[src/rtl/multicycle_ctrl_v2_if.sv]
// Control bundle between the multicycle controller (master) and the MIPS datapath (slave).
// Carries instruction fields, status flags, mux selects, enables and debug state.
interface multicycle_ctrl_v2_if #(
  parameter int OPCODE_W  = 6,
  parameter int FUNCT_W   = 6,
  parameter int ALUCTRL_W = 3
);
  logic [OPCODE_W-1:0]  opcode;
  logic [FUNCT_W-1:0]   funct;
  logic                 zero;
  logic                 mem_ready;
  logic                 mem_read;
  logic                 mem_write;
  logic                 iord;
  logic                 ir_write;
  logic                 pc_en;
  logic [1:0]           pc_src;
  logic                 alu_src_a;
  logic [1:0]           alu_src_b;
  logic                 zero_ext;
  logic [ALUCTRL_W-1:0] alu_control;
  logic [1:0]           reg_dst;
  logic [1:0]           mem_to_reg;
  logic                 reg_write;
  logic                 illegal_op;
  logic [3:0]           state;

  modport master (
    input  opcode, funct, zero, mem_ready,
    output mem_read, mem_write, iord, ir_write, pc_en, pc_src, alu_src_a, alu_src_b,
           zero_ext, alu_control, reg_dst, mem_to_reg, reg_write, illegal_op, state
  );

  modport slave (
    output opcode, funct, zero, mem_ready,
    input  mem_read, mem_write, iord, ir_write, pc_en, pc_src, alu_src_a, alu_src_b,
           zero_ext, alu_control, reg_dst, mem_to_reg, reg_write, illegal_op, state
  );
endinterface

[src/rtl/multicycle_ctrl_v2.sv]
// Multicycle MIPS control FSM: decodes opcode/funct into datapath selects, enables and ALU control.
// Memory states stall on mem_ready (when MEM_WAIT_EN); illegal instructions trap and set a sticky flag.
module multicycle_ctrl_v2 #(
  parameter int OPCODE_W    = 6,
  parameter int FUNCT_W     = 6,
  parameter int ALUCTRL_W   = 3,
  parameter bit MEM_WAIT_EN = 1'b1
) (
  input  logic                  clk,
  input  logic                  rst,
  multicycle_ctrl_v2_if.master  bus
);

  typedef enum logic [3:0] {
    FETCH     = 4'd0,
    DECODE    = 4'd1,
    MEM_ADR   = 4'd2,
    MEM_READ  = 4'd3,
    MEM_WB    = 4'd4,
    MEM_WRITE = 4'd5,
    EXECUTE   = 4'd6,
    ALU_WB    = 4'd7,
    BRANCH    = 4'd8,
    IMM_EXEC  = 4'd9,
    IMM_WB    = 4'd10,
    JUMP      = 4'd11,
    JAL       = 4'd12,
    JR        = 4'd13,
    TRAP      = 4'd14
  } state_t;

  localparam logic [OPCODE_W-1:0] OP_RTYPE = OPCODE_W'(6'b000000);
  localparam logic [OPCODE_W-1:0] OP_J     = OPCODE_W'(6'b000010);
  localparam logic [OPCODE_W-1:0] OP_JAL   = OPCODE_W'(6'b000011);
  localparam logic [OPCODE_W-1:0] OP_BEQ   = OPCODE_W'(6'b000100);
  localparam logic [OPCODE_W-1:0] OP_BNE   = OPCODE_W'(6'b000101);
  localparam logic [OPCODE_W-1:0] OP_ADDI  = OPCODE_W'(6'b001000);
  localparam logic [OPCODE_W-1:0] OP_SLTI  = OPCODE_W'(6'b001010);
  localparam logic [OPCODE_W-1:0] OP_ANDI  = OPCODE_W'(6'b001100);
  localparam logic [OPCODE_W-1:0] OP_ORI   = OPCODE_W'(6'b001101);
  localparam logic [OPCODE_W-1:0] OP_LW    = OPCODE_W'(6'b100011);
  localparam logic [OPCODE_W-1:0] OP_SW    = OPCODE_W'(6'b101011);

  localparam logic [FUNCT_W-1:0] FN_JR  = FUNCT_W'(6'b001000);
  localparam logic [FUNCT_W-1:0] FN_ADD = FUNCT_W'(6'b100000);
  localparam logic [FUNCT_W-1:0] FN_SUB = FUNCT_W'(6'b100010);
  localparam logic [FUNCT_W-1:0] FN_AND = FUNCT_W'(6'b100100);
  localparam logic [FUNCT_W-1:0] FN_OR  = FUNCT_W'(6'b100101);
  localparam logic [FUNCT_W-1:0] FN_SLT = FUNCT_W'(6'b101010);

  localparam logic [ALUCTRL_W-1:0] ALU_ADD = ALUCTRL_W'(3'b010);
  localparam logic [ALUCTRL_W-1:0] ALU_SUB = ALUCTRL_W'(3'b110);
  localparam logic [ALUCTRL_W-1:0] ALU_AND = ALUCTRL_W'(3'b000);
  localparam logic [ALUCTRL_W-1:0] ALU_OR  = ALUCTRL_W'(3'b001);
  localparam logic [ALUCTRL_W-1:0] ALU_SLT = ALUCTRL_W'(3'b111);

  state_t state, next;
  logic   illegal;
  logic   mem_rdy;
  logic   imm_zext;

  assign mem_rdy  = MEM_WAIT_EN ? bus.mem_ready : 1'b1;
  // Logical immediates zero-extend in both the execute and write-back cycles.
  assign imm_zext = (bus.opcode == OP_ANDI) || (bus.opcode == OP_ORI);

  always_ff @(posedge clk or negedge rst) begin
    if (!rst) begin
      state   <= FETCH;
      illegal <= 1'b0;
    end else begin
      state <= next;
      if (state == TRAP)
        illegal <= 1'b1;
    end
  end

  always_comb begin
    next            = FETCH;
    bus.mem_read    = 1'b0;
    bus.mem_write   = 1'b0;
    bus.iord        = 1'b0;
    bus.ir_write    = 1'b0;
    bus.pc_en       = 1'b0;
    bus.pc_src      = 2'b00;
    bus.alu_src_a   = 1'b0;
    bus.alu_src_b   = 2'b00;
    bus.zero_ext    = 1'b0;
    bus.alu_control = ALU_ADD;
    bus.reg_dst     = 2'b00;
    bus.mem_to_reg  = 2'b00;
    bus.reg_write   = 1'b0;

    case (state)
      FETCH: begin
        bus.mem_read  = 1'b1;
        bus.alu_src_b = 2'b01;
        if (mem_rdy) begin
          bus.ir_write = 1'b1;
          bus.pc_en    = 1'b1;
          next         = DECODE;
        end else begin
          next = FETCH;
        end
      end
      DECODE: begin
        bus.alu_src_b = 2'b11;
        case (bus.opcode)
          OP_LW, OP_SW: next = MEM_ADR;
          OP_RTYPE: begin
            case (bus.funct)
              FN_ADD, FN_SUB, FN_AND, FN_OR, FN_SLT: next = EXECUTE;
              FN_JR:   next = JR;
              default: next = TRAP;
            endcase
          end
          OP_ADDI, OP_ANDI, OP_ORI, OP_SLTI: next = IMM_EXEC;
          OP_BEQ, OP_BNE: next = BRANCH;
          OP_J:    next = JUMP;
          OP_JAL:  next = JAL;
          default: next = TRAP;
        endcase
      end
      MEM_ADR: begin
        bus.alu_src_a = 1'b1;
        bus.alu_src_b = 2'b10;
        next = (bus.opcode == OP_LW) ? MEM_READ : MEM_WRITE;
      end
      MEM_READ: begin
        bus.mem_read = 1'b1;
        bus.iord     = 1'b1;
        next = mem_rdy ? MEM_WB : MEM_READ;
      end
      MEM_WB: begin
        bus.mem_to_reg = 2'b01;
        bus.reg_write  = 1'b1;
      end
      MEM_WRITE: begin
        bus.mem_write = 1'b1;
        bus.iord      = 1'b1;
        next = mem_rdy ? FETCH : MEM_WRITE;
      end
      EXECUTE: begin
        bus.alu_src_a = 1'b1;
        case (bus.funct)
          FN_SUB:  bus.alu_control = ALU_SUB;
          FN_AND:  bus.alu_control = ALU_AND;
          FN_OR:   bus.alu_control = ALU_OR;
          FN_SLT:  bus.alu_control = ALU_SLT;
          default: bus.alu_control = ALU_ADD;
        endcase
        next = ALU_WB;
      end
      ALU_WB: begin
        bus.reg_dst   = 2'b01;
        bus.reg_write = 1'b1;
      end
      IMM_EXEC: begin
        bus.alu_src_a = 1'b1;
        bus.alu_src_b = 2'b10;
        bus.zero_ext  = imm_zext;
        case (bus.opcode)
          OP_ANDI: bus.alu_control = ALU_AND;
          OP_ORI:  bus.alu_control = ALU_OR;
          OP_SLTI: bus.alu_control = ALU_SLT;
          default: bus.alu_control = ALU_ADD;
        endcase
        next = IMM_WB;
      end
      IMM_WB: begin
        bus.zero_ext  = imm_zext;
        bus.reg_write = 1'b1;
      end
      BRANCH: begin
        bus.alu_src_a   = 1'b1;
        bus.alu_control = ALU_SUB;
        bus.pc_src      = 2'b01;
        bus.pc_en       = (bus.opcode == OP_BNE) ? ~bus.zero : bus.zero;
      end
      JUMP: begin
        bus.pc_src = 2'b10;
        bus.pc_en  = 1'b1;
      end
      JAL: begin
        // Register file writes the already-incremented PC as the PC loads the target.
        bus.pc_src     = 2'b10;
        bus.pc_en      = 1'b1;
        bus.reg_dst    = 2'b10;
        bus.mem_to_reg = 2'b10;
        bus.reg_write  = 1'b1;
      end
      JR: begin
        bus.pc_src = 2'b11;
        bus.pc_en  = 1'b1;
      end
      TRAP:    next = FETCH;
      default: next = FETCH;
    endcase

    // State already shows FETCH during reset; only the write enables need squashing.
    if (!rst) begin
      bus.ir_write  = 1'b0;
      bus.pc_en     = 1'b0;
      bus.reg_write = 1'b0;
      bus.mem_write = 1'b0;
    end
  end

  assign bus.state      = state;
  assign bus.illegal_op = illegal;

endmodule

[src/flat_wrapper.sv]
// flat-port wrapper written by rule: the top's interface ports become plain ports
module multicycle_ctrl_v2_flat 
#(
  parameter int OPCODE_W    = 6,
  parameter int FUNCT_W     = 6,
  parameter int ALUCTRL_W   = 3,
  parameter bit MEM_WAIT_EN = 1'b1
)
  (clk, rst, bus_opcode, bus_funct, bus_zero, bus_mem_ready, bus_mem_read, bus_mem_write, bus_iord, bus_ir_write, bus_pc_en, bus_pc_src, bus_alu_src_a, bus_alu_src_b, bus_zero_ext, bus_alu_control, bus_reg_dst, bus_mem_to_reg, bus_reg_write, bus_illegal_op, bus_state);
  multicycle_ctrl_v2_if #(.OPCODE_W(OPCODE_W), .FUNCT_W(FUNCT_W), .ALUCTRL_W(ALUCTRL_W)) bus_i ();
  input  logic clk;
  input  logic rst;
  input wire logic [$bits(bus_i.opcode)-1:0] bus_opcode;
  input wire logic [$bits(bus_i.funct)-1:0] bus_funct;
  input wire logic [$bits(bus_i.zero)-1:0] bus_zero;
  input wire logic [$bits(bus_i.mem_ready)-1:0] bus_mem_ready;
  output wire logic [$bits(bus_i.mem_read)-1:0] bus_mem_read;
  output wire logic [$bits(bus_i.mem_write)-1:0] bus_mem_write;
  output wire logic [$bits(bus_i.iord)-1:0] bus_iord;
  output wire logic [$bits(bus_i.ir_write)-1:0] bus_ir_write;
  output wire logic [$bits(bus_i.pc_en)-1:0] bus_pc_en;
  output wire logic [$bits(bus_i.pc_src)-1:0] bus_pc_src;
  output wire logic [$bits(bus_i.alu_src_a)-1:0] bus_alu_src_a;
  output wire logic [$bits(bus_i.alu_src_b)-1:0] bus_alu_src_b;
  output wire logic [$bits(bus_i.zero_ext)-1:0] bus_zero_ext;
  output wire logic [$bits(bus_i.alu_control)-1:0] bus_alu_control;
  output wire logic [$bits(bus_i.reg_dst)-1:0] bus_reg_dst;
  output wire logic [$bits(bus_i.mem_to_reg)-1:0] bus_mem_to_reg;
  output wire logic [$bits(bus_i.reg_write)-1:0] bus_reg_write;
  output wire logic [$bits(bus_i.illegal_op)-1:0] bus_illegal_op;
  output wire logic [$bits(bus_i.state)-1:0] bus_state;
  assign bus_i.opcode = bus_opcode;
  assign bus_i.funct = bus_funct;
  assign bus_i.zero = bus_zero;
  assign bus_i.mem_ready = bus_mem_ready;
  assign bus_mem_read = bus_i.mem_read;
  assign bus_mem_write = bus_i.mem_write;
  assign bus_iord = bus_i.iord;
  assign bus_ir_write = bus_i.ir_write;
  assign bus_pc_en = bus_i.pc_en;
  assign bus_pc_src = bus_i.pc_src;
  assign bus_alu_src_a = bus_i.alu_src_a;
  assign bus_alu_src_b = bus_i.alu_src_b;
  assign bus_zero_ext = bus_i.zero_ext;
  assign bus_alu_control = bus_i.alu_control;
  assign bus_reg_dst = bus_i.reg_dst;
  assign bus_mem_to_reg = bus_i.mem_to_reg;
  assign bus_reg_write = bus_i.reg_write;
  assign bus_illegal_op = bus_i.illegal_op;
  assign bus_state = bus_i.state;
  multicycle_ctrl_v2 #(.OPCODE_W(OPCODE_W), .FUNCT_W(FUNCT_W), .ALUCTRL_W(ALUCTRL_W), .MEM_WAIT_EN(MEM_WAIT_EN)) u_core (.clk(clk), .rst(rst), .bus(bus_i));
endmodule
[config.mk]
export PLATFORM = sky130hd
export DESIGN_NAME = multicycle_ctrl_v2_flat
export DESIGN_NICKNAME = d
export VERILOG_FILES = /design/src/rtl/multicycle_ctrl_v2_if.sv /design/src/rtl/multicycle_ctrl_v2.sv /design/src/flat_wrapper.sv
export SDC_FILE = /design/constraint.sdc
export NUM_CORES = 1
export LEC_CHECK = 0
export BUFFER_PORTS_ARGS = -buffer_cell sky130_fd_sc_hd__buf_2
export CAP_MARGIN = 5
export CORE_MARGIN = 2
export CORE_UTILIZATION = 51
export CTS_BUF_LIST = sky130_fd_sc_hd__clkbuf_4 sky130_fd_sc_hd__clkbuf_8
export DETAILED_ROUTE_END_ITERATION = 10
export PLACE_DENSITY_LB_ADDON = 0.2
export SYNTH_ARGS = -nofsm -noshare
export SYNTH_HDL_FRONTEND = slang
export SYNTH_SLANG_ARGS = --single-unit
[constraint.sdc]
create_clock -name clk -period 3.65 [get_ports clk]
set_input_delay 0 -clock clk [delete_from_list [all_inputs] [get_ports clk]]
set_output_delay 0 -clock clk [all_outputs]
set_load 0.03 [all_outputs]
==> qor.yml <==
detailed_routing:
  ant_nets: 0
  avgRoutedWirePerCell_um: 13.5
  drc_errors: 0
  drt_iter0_markers: 21
  postRouteWirelength_um: 2260
  firstDrtPassIters: 4
  vias: 1008
  via_per_inst: 6.04
worst_setup_path:
  worst_setup_path_start_kind: "flop"
  critical_path_class: "reg2out"
  rr_startpoint: "u_core.bus.state[0]"
  crit_arrival_ns: 2.13
  required_ns: 3.65
  r2r_slack_ns: 1.87
  endpoint_kind: "primary output"
  reg2reg_depth: 3
  crit_path_max_fanout: 20
  r2r_end: "u_core.bus.state[0]"
global_route:
  grt-ovfl-total: 0
  grt_max_degree: 23
  antenna_found_initial: 0
  grt_pass1_vias: 857
  grt.total_usage_pct: 25.3
  grt_pass1_wl_um: 3760
placement:
  post-dp-hpwl_um: 1690
  io_buffers: 39
  globalplace.congestion: 0.890
synth:
  ys.flop_type: "dfrtp_1"
  syn_nets: 132
  syn_area_per_cell_sq_um: 7.03
  synthCells: 116
  synth-seq-cells: 5
  synth-edff-count: 0
  async_flop_share_pct: 100
  ys_warn_count: 0
  syn_area_sq_um: 816
  seq_area_frac_synth_pct: 15.3
  ys_types: 46
timing:
  fin_crit_sh_pct: 58.4
  fin_worst_skew_ns: 0.00133
  max-slew-margin-rel_pct: 58.7
  tns_ns: 0
  worst_pin_slew_ns: 0.620
  clock.fmax_mhz: 469
  drv_slew: 0
  setup_violations: 0
  rsz0062_at_grt: "false"
  finalCriticalPeriod_ns: 2.13
  hold_violations: 0
floorplanning:
  rows: 14
  io_pins: 40
  start_util_pct: 54.2
  die-area_sq_um: 1940
  die_x_um: 44.0
  die_h_um: 44.0
  core-area_sq_um: 1510
job:
  cap_violations: 0
final_layout:
  regArea_sq_um: 125
  drive_gt1_share_pct: 31.8
  n_antenna_cell: 0
  num-nets-final: 168
  nFillCells: 147
  multiInputGateArea_sq_um: 633
  syn_to_final_growth_pct: 26.1
  fin_util_pct: 68.3
min_path:
  min_path_type: "in2async"
clock_network:
  cts_setup_buffers: 0
  cts_tree: "yes"
  h-tree-depth: 1
  clk_pin_slew_ns: 0.04
  cts_resized: 0
  cts_sinks: 5
  cts_buffers: 3
  clkLatencyLatePin_ns: 0.24
  cts.path.max_buffers: 2
  clockRootBuffer: "clkbuf_4"
power_and_ir_drop:
  leakagePower_nw: 0.470
  power_density_nw_per_um2: 731
  peakVddDrop_uv: 323
run_status:
  outcome: "finished, final reports clean"
## layer usage
layer  GRT usage (%)  share of wire, %  up-vias
met5               0                 0        -
li1                -                 -      506
met4            7.27               1.3        0
met1            34.7                45      453
met2            39.7                48       45
met3            5.42               5.9        4
## stage by stage
stage	instances	power, W	setup slack, ns	hold slack [ns]	area, sq um
6_report	167	0.000752	1.52	0.132	1030
3_3_place_gp	162	0.000668	1.92	-0.146	988
2_1_floorplan	116	0.000549	1.74	-0.296	816
5_1_grt	167	0.000809	1.31	0.146	1030
3_5_place_dp	162	0.000677	1.83	-0.144	988
4_1_cts	167	0.000753	1.55	0.132	1030
## cells in the final DEF (no fill, tap or decap), types with 2 or more instances in the layout
cell type and count:
nand2b_1 8, nand2_1 10, clkbuf_4 4, nand4b_1 3, o21bai_1 2, nor2b_1 8
a21oi_1 2, inv_1 4, dfrtp_1 5, a211oi_1 2, a221oi_1 2, and2b_2 2
buf_2 39, o21ai_0 5, o22ai_1 2, nor3b_1 2, nor2_1 7, nor3_1 11
nor4b_1 2, nor4_1 4, xnor2_1 2
## synth_stat cells, drive strengths merged (2+ instances only)
library cell | count | area share [%]
buf | 8 | 4.8
xnor2 | 2 | 2.1
nor3b | 2 | 1.8
nor2b | 8 | 6.1
o21bai | 2 | 1.8
nor4 | 4 | 3.1
nor4b | 3 | 4.0
a221oi | 2 | 2.1
nor2 | 7 | 3.2
o22ai | 2 | 1.5
nand4b | 3 | 3.2
nor3 | 11 | 6.7
nand2b | 8 | 6.1
nand2 | 10 | 4.6
o21ai | 5 | 3.1
a211oi | 2 | 1.8
inv | 4 | 1.8
dfrtp | 5 | 15
and2b | 2 | 2.1
a21oi | 2 | 1.2
## worst max-delay path by stage
stage | start | endpoint
6_report | u_core.bus.state[0] | bus_alu_control[0]
5_1_grt | u_core.bus.state[0] | bus_alu_control[2]
4_1_cts | u_core.bus.state[1] | bus_alu_control[0]
3_5_place_dp | u_core.bus.state[1] | bus_alu_control[2]
3_3_place_gp | u_core.bus.state[1] | bus_alu_control[2]
2_1_floorplan | u_core.bus.state[1] | bus_ir_write
## cell type report
class                           instances  share of cell area [%]
Sequential cell                         5                    12.2
Timing Repair Buffer                   40                    20.0
Inverter                                4                    1.46
Clock buffer                            4                    2.92
Tap cell                               16                    1.95
Multi-Input combinational cell         98                    61.6
## power by group
part | internal (W) | switching, W
Combinational | 0.000176 | 0.000333
Sequential | 0.0000792 | 0.0000927
Clock | 0.0000487 | 0.0000228
## cell families (layout without fill, tap and decap cells)
group                  count (synthesis)  count (layout)  share of synthesized area [%]
multiplexers                           2               2                           2.61
AND/OR/NAND/NOR                       65              65                           46.6
AO/OA/AOI/OAI                         28              28                           25.2
XOR/XNOR                               3               3                           3.22
flip-flops                             5               5                           15.3
buffers and inverters                 13              48                           7.05
## critical path, cell delays in order, from the launching register on
cell and delay (ns):
dfrtp_1 0.68, nand2b_1 0.29, nor4_1 0.53, a22o_1 0.20
buf_2 0.19
## timing repair
action / CTS / global route
setup endpoints to repair: 0 / 0
hold buffers: 1 / 0
endpoints found under the hold margin: 5 / 0
## registers in the layout (all words and copies together) (netlist names)
| signal | cells |
|---|---|
| u_core.bus.state | 4 |
| u_core.bus.illegal_op | 1 |
Power figures use the tool's default switching activity.
